`config.mk`:
```
export PLATFORM = sky130hd
export DESIGN_NAME = ofm_drain_streamer
export DESIGN_NICKNAME = d
export VERILOG_FILES = /design/src/rtl/ofm_drain_streamer.sv
export SDC_FILE = /design/constraint.sdc
export NUM_CORES = 1
export LEC_CHECK = 0
export CORE_ASPECT_RATIO = 0.9
export CORE_UTILIZATION = 45
export CTS_CLUSTER_SIZE = 8
export DETAILED_ROUTE_END_ITERATION = 16
export DONT_BUFFER_PORTS = 1
export GPL_TIMING_DRIVEN = 0
export PLACE_DENSITY = 0.6
export SLEW_MARGIN = 20
export SYNTH_ARGS = -nofsm -noshare
export SYNTH_HDL_FRONTEND = slang
export SYNTH_SLANG_ARGS = --single-unit
```
`constraint.sdc`:
```
create_clock -name clk -period 6.85 [get_ports clk]
set_clock_uncertainty 0.1 [all_clocks]
set_input_delay 1.0275 -clock clk [delete_from_list [all_inputs] [get_ports clk]]
set_output_delay 1.0275 -clock clk [all_outputs]
set_load 0.05 [all_outputs]
```
`src/rtl/ofm_drain_streamer.sv`:
```
// Drains one frame from OFM RAM port B and streams the unpacked signed elements over valid/ready.
// Build macro OFM_DRAIN_RELU_EN: clamp negative elements to zero as each word is loaded.
module ofm_drain_streamer #(
    parameter int INOUT_WIDTH = 128,
    parameter int ELEM_WIDTH  = 16,
    parameter int ADDR_WIDTH  = 11,
    parameter int FRAME_WORDS = 2048,
    parameter int ROW_ELEMS   = 32
) (
    input  logic                   clk,
    input  logic                   rst,
    input  logic                   start,
    input  logic [ADDR_WIDTH-1:0]  base_addr,
    output logic                   ofm_re_b,
    output logic [ADDR_WIDTH-1:0]  ofm_addr_b,
    input  logic [INOUT_WIDTH-1:0] ofm_dout_b,
    output logic                   m_valid,
    input  logic                   m_ready,
    output logic [ELEM_WIDTH-1:0]  m_data,
    output logic                   m_last_row,
    output logic                   m_last_frame,
    output logic                   busy,
    output logic                   done
);
    localparam int EPW    = INOUT_WIDTH / ELEM_WIDTH;
    localparam int EIDX_W = (EPW > 1) ? $clog2(EPW) : 1;
    localparam int ROW_W  = (ROW_ELEMS > 1) ? $clog2(ROW_ELEMS) : 1;
    localparam logic [ADDR_WIDTH-1:0] LAST_WORD = ADDR_WIDTH'(FRAME_WORDS - 1);
    localparam logic [EIDX_W-1:0]     LAST_ELEM = EIDX_W'(EPW - 1);
    localparam logic [ROW_W-1:0]      LAST_COL  = ROW_W'(ROW_ELEMS - 1);

    typedef enum logic [2:0] {S_IDLE, S_RD, S_LAT, S_EMIT, S_DONE} state_t;

    state_t                 state_q, state_d;
    logic [ADDR_WIDTH-1:0]  base_q, base_d;
    logic [ADDR_WIDTH-1:0]  word_q, word_d;
    logic [EIDX_W-1:0]      elem_q, elem_d;
    logic [ROW_W-1:0]       row_q, row_d;
    logic [INOUT_WIDTH-1:0] shreg_q, shreg_d;

    function automatic logic [INOUT_WIDTH-1:0] load_word(input logic [INOUT_WIDTH-1:0] w);
        logic [INOUT_WIDTH-1:0] r;
        r = w;
`ifdef OFM_DRAIN_RELU_EN
        for (int i = 0; i < EPW; i++) begin
            if (w[i*ELEM_WIDTH + ELEM_WIDTH - 1]) r[i*ELEM_WIDTH +: ELEM_WIDTH] = '0;
        end
`endif
        return r;
    endfunction

    always_ff @(posedge clk or posedge rst) begin
        if (rst) begin
            state_q <= S_IDLE;
            base_q  <= '0;
            word_q  <= '0;
            elem_q  <= '0;
            row_q   <= '0;
            shreg_q <= '0;
        end else begin
            state_q <= state_d;
            base_q  <= base_d;
            word_q  <= word_d;
            elem_q  <= elem_d;
            row_q   <= row_d;
            shreg_q <= shreg_d;
        end
    end

    always_comb begin
        state_d      = state_q;
        base_d       = base_q;
        word_d       = word_q;
        elem_d       = elem_q;
        row_d        = row_q;
        shreg_d      = shreg_q;
        ofm_re_b     = 1'b0;
        ofm_addr_b   = '0;
        m_valid      = 1'b0;
        m_data       = '0;
        m_last_row   = 1'b0;
        m_last_frame = 1'b0;
        busy         = (state_q != S_IDLE);
        done         = 1'b0;
        case (state_q)
            S_IDLE: begin
                if (start) begin
                    base_d  = base_addr;
                    word_d  = '0;
                    elem_d  = '0;
                    row_d   = '0;
                    state_d = S_RD;
                end
            end
            S_RD: begin
                // Address wraps naturally at ADDR_WIDTH bits.
                ofm_re_b   = 1'b1;
                ofm_addr_b = base_q + word_q;
                state_d    = S_LAT;
            end
            S_LAT: begin
                shreg_d = load_word(ofm_dout_b);
                elem_d  = '0;
                state_d = S_EMIT;
            end
            S_EMIT: begin
                m_valid      = 1'b1;
                m_data       = shreg_q[ELEM_WIDTH-1:0];
                m_last_row   = (row_q == LAST_COL);
                m_last_frame = (word_q == LAST_WORD) && (elem_q == LAST_ELEM);
                if (m_ready) begin
                    shreg_d = shreg_q >> ELEM_WIDTH;
                    elem_d  = elem_q + 1'b1;
                    row_d   = (row_q == LAST_COL) ? '0 : row_q + 1'b1;
                    if (elem_q == LAST_ELEM) begin
                        if (word_q == LAST_WORD) begin
                            state_d = S_DONE;
                        end else begin
                            word_d  = word_q + 1'b1;
                            state_d = S_RD;
                        end
                    end
                end
            end
            S_DONE: begin
                done    = 1'b1;
                state_d = S_IDLE;
            end
            default: state_d = S_IDLE;
        endcase
    end
endmodule

```
# Word level (Yosys, flattened, before mapping)

Cells that the tools add are included.

Multiplexer cells: 26
Equal/unequal tests: 11
Add/sub/neg operators: 4
Reduce and logical (&&, ||, !) cells: 12

Operators by type and width:

| cell                                                             | count |
|---|---|
| 128-bit one-hot mux with 2 select lines                          | 1 |
| 128-bit 2-to-1 mux                                               | 1 |
| 11-bit 2-to-1 mux                                                | 5 |
| 11-bit one-hot mux with 2 select lines                           | 1 |
| 3-bit 2-to-1 mux                                                 | 6 |
| 16-bit 2-to-1 mux                                                | 1 |
| 5-bit 2-to-1 mux                                                 | 3 |
| 3-bit one-hot mux with 4 select lines                            | 1 |
| 11-bit by 1-bit adder with 11-bit output (second input constant) | 1 |
| 11-bit adder                                                     | 1 |
| 11-bit == test (second input constant)                           | 1 |
| 5-bit one-hot mux with 2 select lines                            | 1 |
| 3-bit one-hot mux with 3 select lines                            | 1 |
| 3-bit AND reduction                                              | 3 |
| 2-bit != test (second input constant)                            | 4 |
| 3-bit by 2-bit == test with 1-bit output (second input constant) | 2 |
| 3-bit == test (second input constant)                            | 2 |
| 3-bit nonzero test                                               | 2 |
| 5-bit by 1-bit adder with 5-bit output (second input constant)   | 1 |
| 5-bit == test (second input constant)                            | 1 |
| 1-bit 2-to-1 mux                                                 | 5 |
| 5-bit AND reduction                                              | 1 |
| 2-bit AND reduction                                              | 2 |
| 2-bit nonzero test                                               | 2 |
| 4 further kinds                                                  | 4 |

Input port bits: 143
Output and inout port bits: 33
Word-level logic and storage cells: 59
Flip-flop bits (word level): 161

# Logic depth before layout (Yosys ltp)

Word-level depth: 5
Gate-level depth with buffers: 8
Gate-level depth less buffers: 7

# Worst setup path after synthesis

No wires, ideal clock.

Kind: reg-to-output
Start: reg word_q[0]
End: out ofm_addr_b[10]
Stages on the path, launching flop included: 8
Buffers on the path: 0
Arrival: 2.603 ns
Data required time: 5.722 ns
Setup slack: 3.119 ns
Path through: dfrtp_1 > ha_1 > fa_1 > a211oi_1 > o21ai_0 > a221oi_1 > xnor2_1 > nor2_1

Longest elaborated chain between the ends: 2

Ends and longest elaborated chain:

| element                | line | text |
|---|---|---|
| from (decl)            | 36   | `logic [ADDR_WIDTH-1:0] word_q, word_d;` |
| from (signal assigned) | 63   | `word_q <= word_d;` |
| 11-bit adder           | 98   | `ofm_addr_b = base_q + word_q;` |
| 11-bit 2-to-1 mux      | 85   | `case (state_q)` |
| to (decl)              | 15   | `output logic [ADDR_WIDTH-1:0] ofm_addr_b,` |

Every way passes these cells.

# Worst setup path after layout

Ends and elaborated chain as after synthesis.

==> flow_metrics.tcl <==
set metrics [dict create \
    critical_path_class "reg2out" \
    die_area_um2 18000 \
    nets 943 \
    portBuffers 0 \
    synth_cells 764 \
    overflow 0 \
    die_x_um 141 \
    pin_count 176 \
    p_leak_nw 4.02 \
    clk_pin_slew_worst_paths_ns 0.07 \
    r2r_slack_ns 4.54 \
    p_total_w 0.00363 \
    drc 0 \
    ys_ff_latch 161 \
    syn_area_um2 7880 \
    post_cts_resized 0 \
    cp_max_fo 6 \
    clk_latency_ns 0.42 \
    dpl.cell_count 1000 \
    place_congestion 0.878 \
    rsz0062_at_grt "false" \
    layout_commonest_cell "dfrtp_1" \
    crit_arrival_ns 3.33 \
    powerDensity_nw_per_um2 409 \
    root_buffer "clkbuf_16" \
    die_h_um 128 \
    holdWs_ns 0.369 \
    worstSetupStartpointType "flop" \
    vias 5683 \
    wl_per_cell_um 18.8 \
    maxSlewViolCount 0 \
    ctsHoldBuffers 0 \
    syn_avg_cell_area_um2 10.3 \
    dpl.hpwl_um 14900 \
    min_period_over_period_pct 65.0 \
    clockBufferDepth 2 \
    fmax_mhz 225 \
    drt_iter0_markers 383 \
    grt_max_degree 103 \
    drive_gt1_share_pct 10.6 \
    viasPerCell 5.51 \
    grt_pass1_wl_um 31500 \
    finalSetupViolations 0 \
    min_period_ns 4.45 \
    syn_to_final_growth_pct 12.7 \
    htree_levels 4 \
    drtAntennaViolNets 0 \
    cts_sinks 161 \
    synth_fp_nets 923 \
    setup_tns_ns 0 \
    yosysSeqAreaShare_pct 51.1 \
    yosys_warnings 0 \
    finalWorstSetupSlack_ns 2.40 \
    tightestPinTransition_ns 0.950 \
    cts_buffers 17 \
    core_um2 17000 \
    cts_tree "yes" \
    max-slew-margin-rel_pct 36.5 \
    cts_setup_buffers 0 \
    rows 45 \
    async_reset_ff_share_pct 100 \
    cp-end-kind "output pin" \
    drtPass1Iterations 4 \
    final_cell_mix "dfrtp_1, o21ai_0, nand2_1" \
    grt_usage_pct 22.7 \
    status "finished, final reports clean" \
    synth_edf_count 0 \
    peakVddDrop_uv 213 \
    hp-class "in2async" \
    synth_cell_types 50 \
    diodes 0 \
    synth_flop_cell "dfrtp_1" \
    grt_pass1_vias 5908 \
    wl_um 19400 \
    hold_violations 0 \
    fin_cells 1031 \
    required_ns 5.72 \
    antenna_found_initial 0 \
    place_ws_ns 2.86 \
    cap_viol_max_count 0 \
    initial_utilization_pct 46.3 \
]
## worst max-delay path, cell delays in order, from the launching register on
cell      delay (ns)
dfrtp_1         0.45
ha_1            0.23
fa_1            0.44
a211oi_1        0.40
o21ai_0         0.23
a221oi_1        0.36
xnor2_1         0.12
nor2_1          0.68
## where the power goes
part | switching (W) | internal (W) | total, W
registers | 0.000204 | 0.00128 | 0.00149
logic | 0.000684 | 0.000401 | 0.00109
clock network | 0.000374 | 0.000684 | 0.00106
## state kept, by name (all words and copies together), names as in the netlist
register  flops
base_q       11
elem_q        3
row_q         5
shreg_q     128
state_q       3
word_q       11
## metrics by stage
| stage | util (%) | instance area [um2] |
|---|---|---|
| after floorplan | - | 7880 |
| after global placement | 48.1 | 8170 |
| after detailed placement | 48.3 | 8220 |
| after CTS | 52.2 | 8880 |
| after global routing | 52.2 | 8880 |
| final | 52.2 | 8880 |
## synthesized netlist by cell type (2+ instances only)
library cell | instances | area share (%)
a211oi_1 | 2 | 0.19
a21o_1 | 5 | 0.48
a21oi_1 | 8 | 0.51
a221oi_1 | 2 | 0.22
a22o_1 | 16 | 1.8
a31oi_1 | 4 | 0.32
a32o_1 | 2 | 0.25
and2_1 | 19 | 1.5
and3_1 | 6 | 0.48
buf_1 | 3 | 0.14
buf_2 | 26 | 1.7
buf_4 | 2 | 0.19
clkbuf_1 | 17 | 0.81
dfrtp_1 | 161 | 51
ha_1 | 15 | 2.4
inv_1 | 5 | 0.24
mux2_2 | 12 | 1.7
mux2i_1 | 112 | 14
nand2_1 | 128 | 6.1
nand2b_1 | 2 | 0.16
nand3_1 | 9 | 0.57
nand3b_1 | 2 | 0.19
nand4_1 | 3 | 0.24
nor2_1 | 25 | 1.2
nor2b_1 | 2 | 0.16
nor3_1 | 8 | 0.51
o211ai_1 | 2 | 0.19
o21a_1 | 2 | 0.19
o21ai_0 | 134 | 8.5
o31ai_1 | 2 | 0.19
or4_1 | 3 | 0.29
xnor2_1 | 5 | 0.56
xor2_1 | 3 | 0.33
## logic make-up (layout without fill, tap and decap cells)
kind of cell,count (synthesis),after routing,synth area share [%]
simple gates,215,215,12.4
compound gates,185,185,13.6
flops,161,161,51.1
mux,124,124,15.9
buf+inv,55,87,3.40
fa+ha+maj,16,16,2.64
xor+xnor,8,8,0.889
## per-layer routing
layer,global-route usage [%],part of all wire (%)
met2,36.7,47
met5,0,0
met3,7.76,8.2
met1,29.2,44
met4,5.57,0.90
## cell type report
class | instances | area, um2
multi-input combinational | 548 | 3590
timing repair buffer | 1 | 27.5
buffer | 50 | 250
inverter | 5 | 26.3
fill | 1591 | 8120
tap | 235 | 294
sequential | 161 | 4030
clock inverter | 9 | 178
clock buffer | 22 | 484
## path summary, 6_finish.rpt
check	depth (start not counted)	to	start
max	7	ofm_addr_b[10]	word_q[0]
min in group clk	2	shreg_q[4]	shreg_q[4]
min reg2reg	2	shreg_q[4]	shreg_q[4]
max in group asynchronous	2	elem_q[2]	rst
min	1	shreg_q[17]	rst
max reg2reg	7	base_q[3]	elem_q[0]
No activity file was read; power rests on OpenSTA's default activity.
